<file path="src/rtl/riscv_bp_pkg.sv">
// Shared branch-prediction definitions used by fetch, decode and the predictor.
// Counter encodings order from strongest not-taken to strongest taken.
package riscv_bp_pkg;

    localparam int         ADDR_W_DEF = 5;
    localparam logic [6:0] OPC_BRANCH = 7'b1100011;

    typedef enum logic [1:0] {
        SN = 2'b00,
        WN = 2'b01,
        WT = 2'b10,
        ST = 2'b11
    } bp_cnt_e;

endpackage

</file>
<file path="src/rtl/bp_sat_counter_next.sv">
// Next-state and predict bit for one 2-bit saturating direction counter.
module bp_sat_counter_next
    import riscv_bp_pkg::*;
(
    input  logic [1:0] i_state,
    input  logic       i_taken,
    output logic [1:0] o_next,
    output logic       o_predict
);

    always_comb begin
        o_next = i_state;
        if (i_taken) begin
            if (i_state != ST) o_next = i_state + 2'd1;
        end else begin
            if (i_state != SN) o_next = i_state - 2'd1;
        end
    end

    assign o_predict = (i_state == WT) || (i_state == ST);

endmodule

</file>
<file path="src/rtl/branch_target_predictor.sv">
// Per-address direction/target predictor with registered mispredict flush and
// saturating branch/mispredict counters for the debug display.
module branch_target_predictor
    import riscv_bp_pkg::*;
#(
    parameter int         ADDR_W    = ADDR_W_DEF,
    parameter int         ENTRIES   = 32,
    parameter logic [1:0] CNT_RESET = 2'b01,
    parameter int         PERF_W    = 8
) (
    input  logic              i_clk,
    input  logic              i_reset,
    input  logic              i_lookup_valid,
    input  logic [ADDR_W-1:0] i_lookup_pc,
    input  logic [6:0]        i_lookup_opcode,
    input  logic [ADDR_W-1:0] i_lookup_offset,
    output logic              o_pred_taken,
    output logic [ADDR_W-1:0] o_pred_target,
    input  logic              i_resolve_valid,
    input  logic [ADDR_W-1:0] i_resolve_pc,
    input  logic              i_resolve_taken,
    input  logic [ADDR_W-1:0] i_resolve_target,
    input  logic              i_resolve_pred,
    input  logic [ADDR_W-1:0] i_resolve_pred_tgt,
    output logic              o_flush,
    output logic [ADDR_W-1:0] o_redirect_pc,
    output logic [PERF_W-1:0] o_branch_count,
    output logic [PERF_W-1:0] o_mispredict_count
);

    logic [1:0]        r_cnt     [ENTRIES];
    logic [ADDR_W-1:0] r_btb_tgt [ENTRIES];
    logic [ENTRIES-1:0] r_btb_valid;
    logic              r_flush;
    logic [ADDR_W-1:0] r_redirect_pc;
    logic [PERF_W-1:0] r_branch_count;
    logic [PERF_W-1:0] r_mispredict_count;

    logic [1:0]         w_cnt_next [ENTRIES];
    logic [ENTRIES-1:0] w_cnt_pred;
    logic               w_is_branch;
    logic               w_mispredict;
    logic [ADDR_W-1:0]  w_offset_tgt;

    // Every entry computes its own next state so the lookup side can reuse the predict bit.
    for (genvar g = 0; g < ENTRIES; g++) begin : g_cnt
        bp_sat_counter_next u_cnt_next (
            .i_state   (r_cnt[g]),
            .i_taken   (i_resolve_taken),
            .o_next    (w_cnt_next[g]),
            .o_predict (w_cnt_pred[g])
        );
    end

    assign w_is_branch  = i_lookup_valid && (i_lookup_opcode == OPC_BRANCH);
    assign w_offset_tgt = i_lookup_pc + i_lookup_offset;
    assign o_pred_taken = w_is_branch && w_cnt_pred[i_lookup_pc];

    always_comb begin
        o_pred_target = i_lookup_pc + ADDR_W'(1);
        if (o_pred_taken)
            o_pred_target = r_btb_valid[i_lookup_pc] ? r_btb_tgt[i_lookup_pc] : w_offset_tgt;
    end

    assign w_mispredict = i_resolve_valid &&
                          ((i_resolve_taken != i_resolve_pred) ||
                           (i_resolve_taken && i_resolve_pred &&
                            (i_resolve_target != i_resolve_pred_tgt)));

    always_ff @(posedge i_clk) begin
        if (!i_reset) begin
            for (int i = 0; i < ENTRIES; i++) r_cnt[i] <= CNT_RESET;
            r_btb_valid        <= '0;
            r_flush            <= 1'b0;
            r_redirect_pc      <= '0;
            r_branch_count     <= '0;
            r_mispredict_count <= '0;
        end else begin
            r_flush <= w_mispredict;
            if (i_resolve_valid) begin
                for (int i = 0; i < ENTRIES; i++)
                    if (i_resolve_pc == ADDR_W'(i)) r_cnt[i] <= w_cnt_next[i];
                if (i_resolve_taken) r_btb_valid[i_resolve_pc] <= 1'b1;
                if (r_branch_count != {PERF_W{1'b1}})
                    r_branch_count <= r_branch_count + PERF_W'(1);
            end
            if (w_mispredict) begin
                r_redirect_pc <= i_resolve_taken ? i_resolve_target : i_resolve_pc + ADDR_W'(1);
                if (r_mispredict_count != {PERF_W{1'b1}})
                    r_mispredict_count <= r_mispredict_count + PERF_W'(1);
            end
        end
    end

    // Targets are only meaningful behind their valid bit, so they need no reset.
    always_ff @(posedge i_clk) begin
        if (i_reset && i_resolve_valid && i_resolve_taken)
            r_btb_tgt[i_resolve_pc] <= i_resolve_target;
    end

    assign o_flush            = r_flush;
    assign o_redirect_pc      = r_redirect_pc;
    assign o_branch_count     = r_branch_count;
    assign o_mispredict_count = r_mispredict_count;

endmodule

</file>
<file path="config.mk">
export PLATFORM = sky130hd
export DESIGN_NAME = branch_target_predictor
export DESIGN_NICKNAME = d
export VERILOG_FILES = /design/src/rtl/riscv_bp_pkg.sv /design/src/rtl/bp_sat_counter_next.sv /design/src/rtl/branch_target_predictor.sv
export SDC_FILE = /design/constraint.sdc
export NUM_CORES = 1
export LEC_CHECK = 0
export ABC_AREA = 1
export CAP_MARGIN = 20
export CORE_UTILIZATION = 55
export CTS_BUF_LIST = sky130_fd_sc_hd__clkbuf_16
export DETAILED_ROUTE_END_ITERATION = 6
export PLACE_DENSITY = 0.74
export SYNTH_ARGS = -nofsm -noshare
export SYNTH_HDL_FRONTEND = slang
export SYNTH_SLANG_ARGS = --single-unit
</file>
<file path="constraint.sdc">
create_clock -name i_clk -period 4.8 [get_ports i_clk]
set_input_delay 0.72 -clock i_clk [delete_from_list [all_inputs] [get_ports i_clk]]
set_output_delay 0.72 -clock i_clk [all_outputs]
set_load 0.02 [all_outputs]
</file>
---- After elaboration in Yosys (flattened, before gate mapping) ----
Memory sizes are Yosys's and may differ from the RTL's.
Cells that the tools add are included.
storage, ports and cells
  bits in writable memories ............... 224
  bits in registers ....................... 54
  word-level logic and storage cells ...... 589
  memories kept ........................... 2
  bits of input ports ..................... 38
memories
  memory     depth  bits a word  rd ports  clocked after Yosys merged registers in  write ports  RTL line                       RTL
  r_btb_tgt  32     5            1         0                                        1            branch_target_predictor.sv:32  logic [ADDR_W-1:0] r_btb_tgt [ENTRIES];
  r_cnt      32     2            32        0                                        32           branch_target_predictor.sv:31  logic [1:0] r_cnt [ENTRIES];
operators by class
  equality and inequality tests ........... 132
  bitwise logic cells ..................... 33
  reductions and logical operators ........ 77
  multiplexer cells ....................... 268
  $add $sub $neg .......................... 69
  magnitude comparators ................... 3
operator list
  kind                                                                  number
  2-bit two-way mux                                                     128
  1-bit two-way mux                                                     134
  2-bit == test, second input constant                                  64
  5-bit == test, second input constant                                  16
  2-bit by 1-bit adder with 2-bit output, second input constant         32
  2-bit inequality test, second input constant                          32
  2-bit nonzero test                                                    32
  2-bit by 1-bit subtractor with 2-bit output, second input constant    32
  5-bit by 4-bit == test with 1-bit output, second input constant       8
  1-bit logical OR                                                      33
  1-bit bitwise OR                                                      32
  32-bit bitwise OR                                                     1
  5-bit by 3-bit == test with 1-bit output, second input constant       4
  8-bit by 1-bit adder with 8-bit output, second input constant         2
  8-bit inequality test, second input constant                          2
  5-bit two-way mux                                                     3
  5-bit by 6-bit < comparator with 1-bit output, second input constant  2
  5-bit by 1-bit adder with 5-bit output, second input constant         2
  1-bit binary-select mux with 5-bit select                             2
  5-bit by 2-bit == test with 1-bit output, second input constant       2
  1-bit logical AND                                                     8
  7-bit == test, second input constant                                  1
  2-bit AND reduction                                                   3
  5-bit adder                                                           1
  6 further kinds                                                       6

---- Depth between registers and ports, before layout ----
  word-level depth ........................ 6
  mapped depth ............................ 17
  gate-level depth less buffers ........... 14

---- Hierarchy ----
From an unflattened synthesis, not the netlist that was laid out.
unflattened totals
  cell total of the unflattened synthesis .. 1,566
  area, all modules ....................... 13,574.3 sq um
modules (own cells, without submodules)
  module                   times used  seq. area each (sq um)  area each (sq um)  cells each
  branch_target_predictor  1           7,807.5                 12,773.5           1,374
  bp_sat_counter_next      32          0.0                     25.0               6

---- Worst setup path after synthesis ----
OpenSTA, ideal clock, no wires.
  path type ............................... input-to-output
  start point ............................. input port i_lookup_pc[1]
  end point ............................... output port o_pred_target[4]
  slack ................................... 1.896 ns
  stages .................................. 10
  arrival ................................. 2.184 ns
  data required time ...................... 4.080 ns
  cells stage by stage .................... buf_4 > inv_4 > buf_2 > fa_1 > o21ai_0 > xor2_1 > inv_1 > nand2_1 > nand3_1 > nand2_1
on the way
  longest elaborated chain between the ends .. 4
  elaborated cells on any way between the ends .. 10
  those cells by class .................... add/sub: 2; mux: 6; reduce/logical: 1; memory: 1
RTL lines
  element                                                       RTL line                                                      RTL
  start, declared                                               branch_target_predictor.sv:14                                 input logic [ADDR_W-1:0] i_lookup_pc,
  1-bit binary-select mux with 5-bit select (on tied branches)  branch_target_predictor.sv:62, branch_target_predictor.sv:57
  1-bit two-way mux (on tied branches)                          branch_target_predictor.sv:62, branch_target_predictor.sv:57
  5-bit two-way mux or 1-bit logical AND (tied branches)        branch_target_predictor.sv:62, branch_target_predictor.sv:57
  5-bit two-way mux *                                           branch_target_predictor.sv:61                                 if (o_pred_taken)
  end, declared                                                 branch_target_predictor.sv:18                                 output logic [ADDR_W-1:0] o_pred_target,
Every way passes the cells marked *; elsewhere a longest branch is shown, timed or not. The select of a mux whose other input is x is not followed.

---- Worst setup path after layout ----
  start point ............................. input port i_lookup_pc[0]
  end point ............................... output port o_pred_target[4]
The elaborated chain is that of the path after synthesis.

==> run_results.csv <==
group,metric,value,unit
timing,finClkSkew,0.00811,ns
global_routing,grt_pass1_vias,10800,
final_layout,fin_nets,1726,
drt,vias,11400,
placement,hpwl,23.2,mm
timing,final-setup-viol-count,0,
timing,maxSlewHeadroom,33.2,%
drt,first_iter_violations,1207,
logic_synthesis,yosys_warnings,0,
logic_synthesis,ys_seq_area_share,55.4,%
logic_synthesis,ys_types,43,
pwr,internal_power,0.00420,W
logic_synthesis,syn_inst,1634,
outcome,violations,"DRC",
placement,dp.cells,1967,
die,coreArea,0.0252,mm2
drt,routed_wl,35.7,mm
flow_run,maxCapViolCount,0,
pwr,p_seq_share,48.2,%
clock_tree,post_cts_resize_count,0,
logic_synthesis,synth_top_area_cell,"edfxtp_1",
clock_tree,clock_sinks,278,
drt,wl_per_cell,17.7,um
outcome,status,"finished with violations",
final_layout,drive_gt1_share,5.97,%
worst_setup_path,regToRegStartpoint,"o_mispredict_count[0]",
pwr,ir_drop,0.295,mV
clock_tree,clockRootBuffer,"clkbuf_16",
clock_tree,clockBufferDepth,3,
drt,remaining_drc_errors,3,
pwr,power_density,350,mW/mm2
clock_tree,post_cts_buffers,0,
pwr,p_clk_share,42.0,%
worst_hold_path,hold_start,"r_btb_valid[28]",
logic_synthesis,netlist_area,0.0141,mm2
drt,dr.pass1.iters,7,
timing,rsz0062_at_grt,"no",
clock_tree,path_clk_slew,0.06,ns
final_layout,fillers,2106,
logic_synthesis,ys_async_sr_fraction,0,%
timing,worst_slack,0.693,ns
final_layout,final_cells,2023,
global_routing,grt_max_degree,99,
logic_synthesis,yosysTopAreaCellShare,47.7,%
final_layout,area_delta_synth_final,12.5,%
worst_setup_path,crit_path_end_kind,"primary output",
timing,worst_slew_pin_slew,1.00,ns
clock_tree,cts_tree,"built",
timing,hold_viol_final,0,
pwr,comb_power_share,9.8,%
final_layout,diodes,0,
clock_tree,cts_inserted_buffers,30,
timing,setup_tns,0,ns
drt,vias_per_cell,5.64,
drt,postRouteAntennaNets,0,
die,die_y,162,um
die,core.rowCount,58,
worst_setup_path,cp-start-kind,"input pin",
placement,place_congestion,0.932,
worst_setup_path,worstPathRequired,4.08,ns
pwr,switching_power,0.00135,W
pwr,swShare,24.3,%
logic_synthesis,avgSynthCellArea,8.63,um2
clock_tree,htreeDepth,1,
worst_setup_path,arrival,3.39,ns
logic_synthesis,synth_edf_count,224,
die,dieArea,0.0263,mm2
die,die_x,162,um
final_layout,fin_util,63.0,%
clock_tree,clock_latency,0.55,ns
global_routing,antenna_found_initial,0,
placement,dp_slack,0.761,ns
die,initial_core_util,56.0,%
clock_tree,hold_buffers,0,
pwr,cellLeakagePower,6.34,nW
worst_setup_path,crit_start,"i_lookup_pc[0]",
global_routing,grt_pass1_wl,56.4,mm
die,io-pin-count,66,
worst_hold_path,min_path_type,"register to register",
global_routing,track_usage,27.4,%
worst_setup_path,path_class,"input pin to primary output",
logic_synthesis,ys_ff_latch,278,
timing,final.min_clock_period,4.11,ns
placement,io_buffers,65,
timing,max_clock_freq,244,MHz
global_routing,grt-ovfl-total,0,
timing,finalCritPeriodShare,85.6,%
worst_setup_path,crit_fanout,97,
logic_synthesis,synth_area_leaders,"edfxtp_1 (48%), nand2_1 (12%), dfxtp_1 (7.7%)",
logic_synthesis,synth_nets,1691,
logic_synthesis,ys.flop_type,"edfxtp_1",
timing,drv_slew,0,
-- power groups by stage --
stage	Sequential (W)	Clock (W)	Combinational, W
floorplan	0.00272	0	0.000344
global placement	0.00273	0	0.000524
detailed placement	0.00273	0	0.000535
CTS	0.00268	0.00235	0.000539
global route	0.00268	0.00243	0.000600
finish	0.00268	0.00233	0.000542
-- synthesized netlist by cell type (2+ instances only) --
master,n
inv_4,2
o41ai_1,2
edfxtp_1,224
or2_2,19
nor3_1,8
xnor2_1,6
a211oi_1,6
o31ai_1,10
inv_1,173
dfxtp_1,54
inv_2,5
nand3_1,135
buf_6,9
a21oi_1,53
nor4_1,13
o21ai_0,83
o21ai_1,3
clkinv_1,2
buf_1,5
or3_1,2
clkbuf_1,35
buf_4,8
o211ai_1,12
xor2_1,27
o22ai_1,26
nand2_2,3
and3_1,2
a21boi_0,6
buf_2,25
nor2_1,191
ha_1,18
a32o_1,2
nand2_1,449
nand4_1,7
-- sequential cells by signal, indices dropped and copies added (netlist names) --
name                cells
o_redirect_pc           5
r_btb_tgt             160
r_cnt                  64
o_mispredict_count      8
r_btb_valid            32
o_branch_count          8
o_flush                 1
-- layout by cell type, fill, tap and decap left out, types with 3 or more instances in the layout --
cell type	n
nor4_1	13
buf_2	3
clkdlybuf4s50_1	61
o22ai_1	26
inv_2	5
nor2_1	191
ha_1	18
nand2_1	449
nand2_2	3
inv_1	177
clkinv_1	9
o211ai_1	12
nor3_1	8
o21ai_1	3
or2_2	19
nand3_1	135
clkbuf_16	31
xor2_1	27
nand4_1	7
dfxtp_1	54
edfxtp_1	224
o21ai_0	83
bufinv_16	4
clkinv_2	8
buf_4	21
a21oi_1	53
a21boi_0	6
xnor2_1	6
o31ai_1	10
a211oi_1	6
-- cell families (layout without fill, tap and decap cells) --
logic type	Yosys count	after routing	share of synthesized area, %
flops	278	278	55.4
mux	1	1	0.0710
compound gates	206	206	8.35
buf+inv	264	323	7.98
xor+xnor	33	33	2.05
fa+ha+maj	19	19	1.74
simple gates	833	833	24.4
-- worst paths after layout --
check / to / slack [ns] / depth (start not counted)
hold reg to reg: r_btb_valid[28] / 0.46 / 2
setup reg to reg: o_mispredict_count[0] / 3.00 / 8
hold / removal: r_btb_valid[28] / 0.46 / 2
setup / recovery: o_pred_target[4] / 0.69 / 15
-- final cells by class --
cell class | count | area (um2) | share of cell area (%)
Inverter | 182 | 688 | 4.34
Timing Repair Buffer | 85 | 783 | 4.94
Sequential cell | 278 | 7810 | 49.2
Tap cell | 330 | 413 | 2.60
Clock inverter | 25 | 225 | 1.42
Multi-Input combinational cell | 1092 | 5160 | 32.6
Clock buffer | 31 | 776 | 4.89
-- per-layer routing --
metal | up-vias | share of wire [%] | track usage, % | wire length (um)
li1 | 5468 | - | - | -
met1 | 5395 | 41 | 35.2 | 14500
met2 | 460 | 47 | 45.7 | 16900
met3 | 77 | 8.4 | 5.31 | 3010
met4 | 0 | 3.5 | 10.5 | 1250
met5 | - | 0 | 0 | 0
-- worst max-delay path, cell delays in order --
cell	delay, ns
buf_4	0.22
inv_4	0.70
nand2_1	0.15
nand3_1	0.11
nand2_1	0.07
nand2_1	0.06
nand2_1	0.06
inv_1	0.05
nand2_1	0.06
nand2_2	0.08
nand2_2	0.06
nor2_4	0.16
nand3_1	0.10
nand2_1	0.10
clkdlybuf4s50_1	0.61
-- through the flow --
stage	power [W]	cell area (um2)	hold slack (ns)
5_1_grt	0.00571	15900	0.491
3_5_place_dp	0.00326	14900	0.447
2_1_floorplan	0.00307	14100	0.425
4_1_cts	0.00556	15900	0.461
6_report	0.00555	15900	0.456
3_3_place_gp	0.00325	14900	0.435
(Power assumes the default switching activity.)
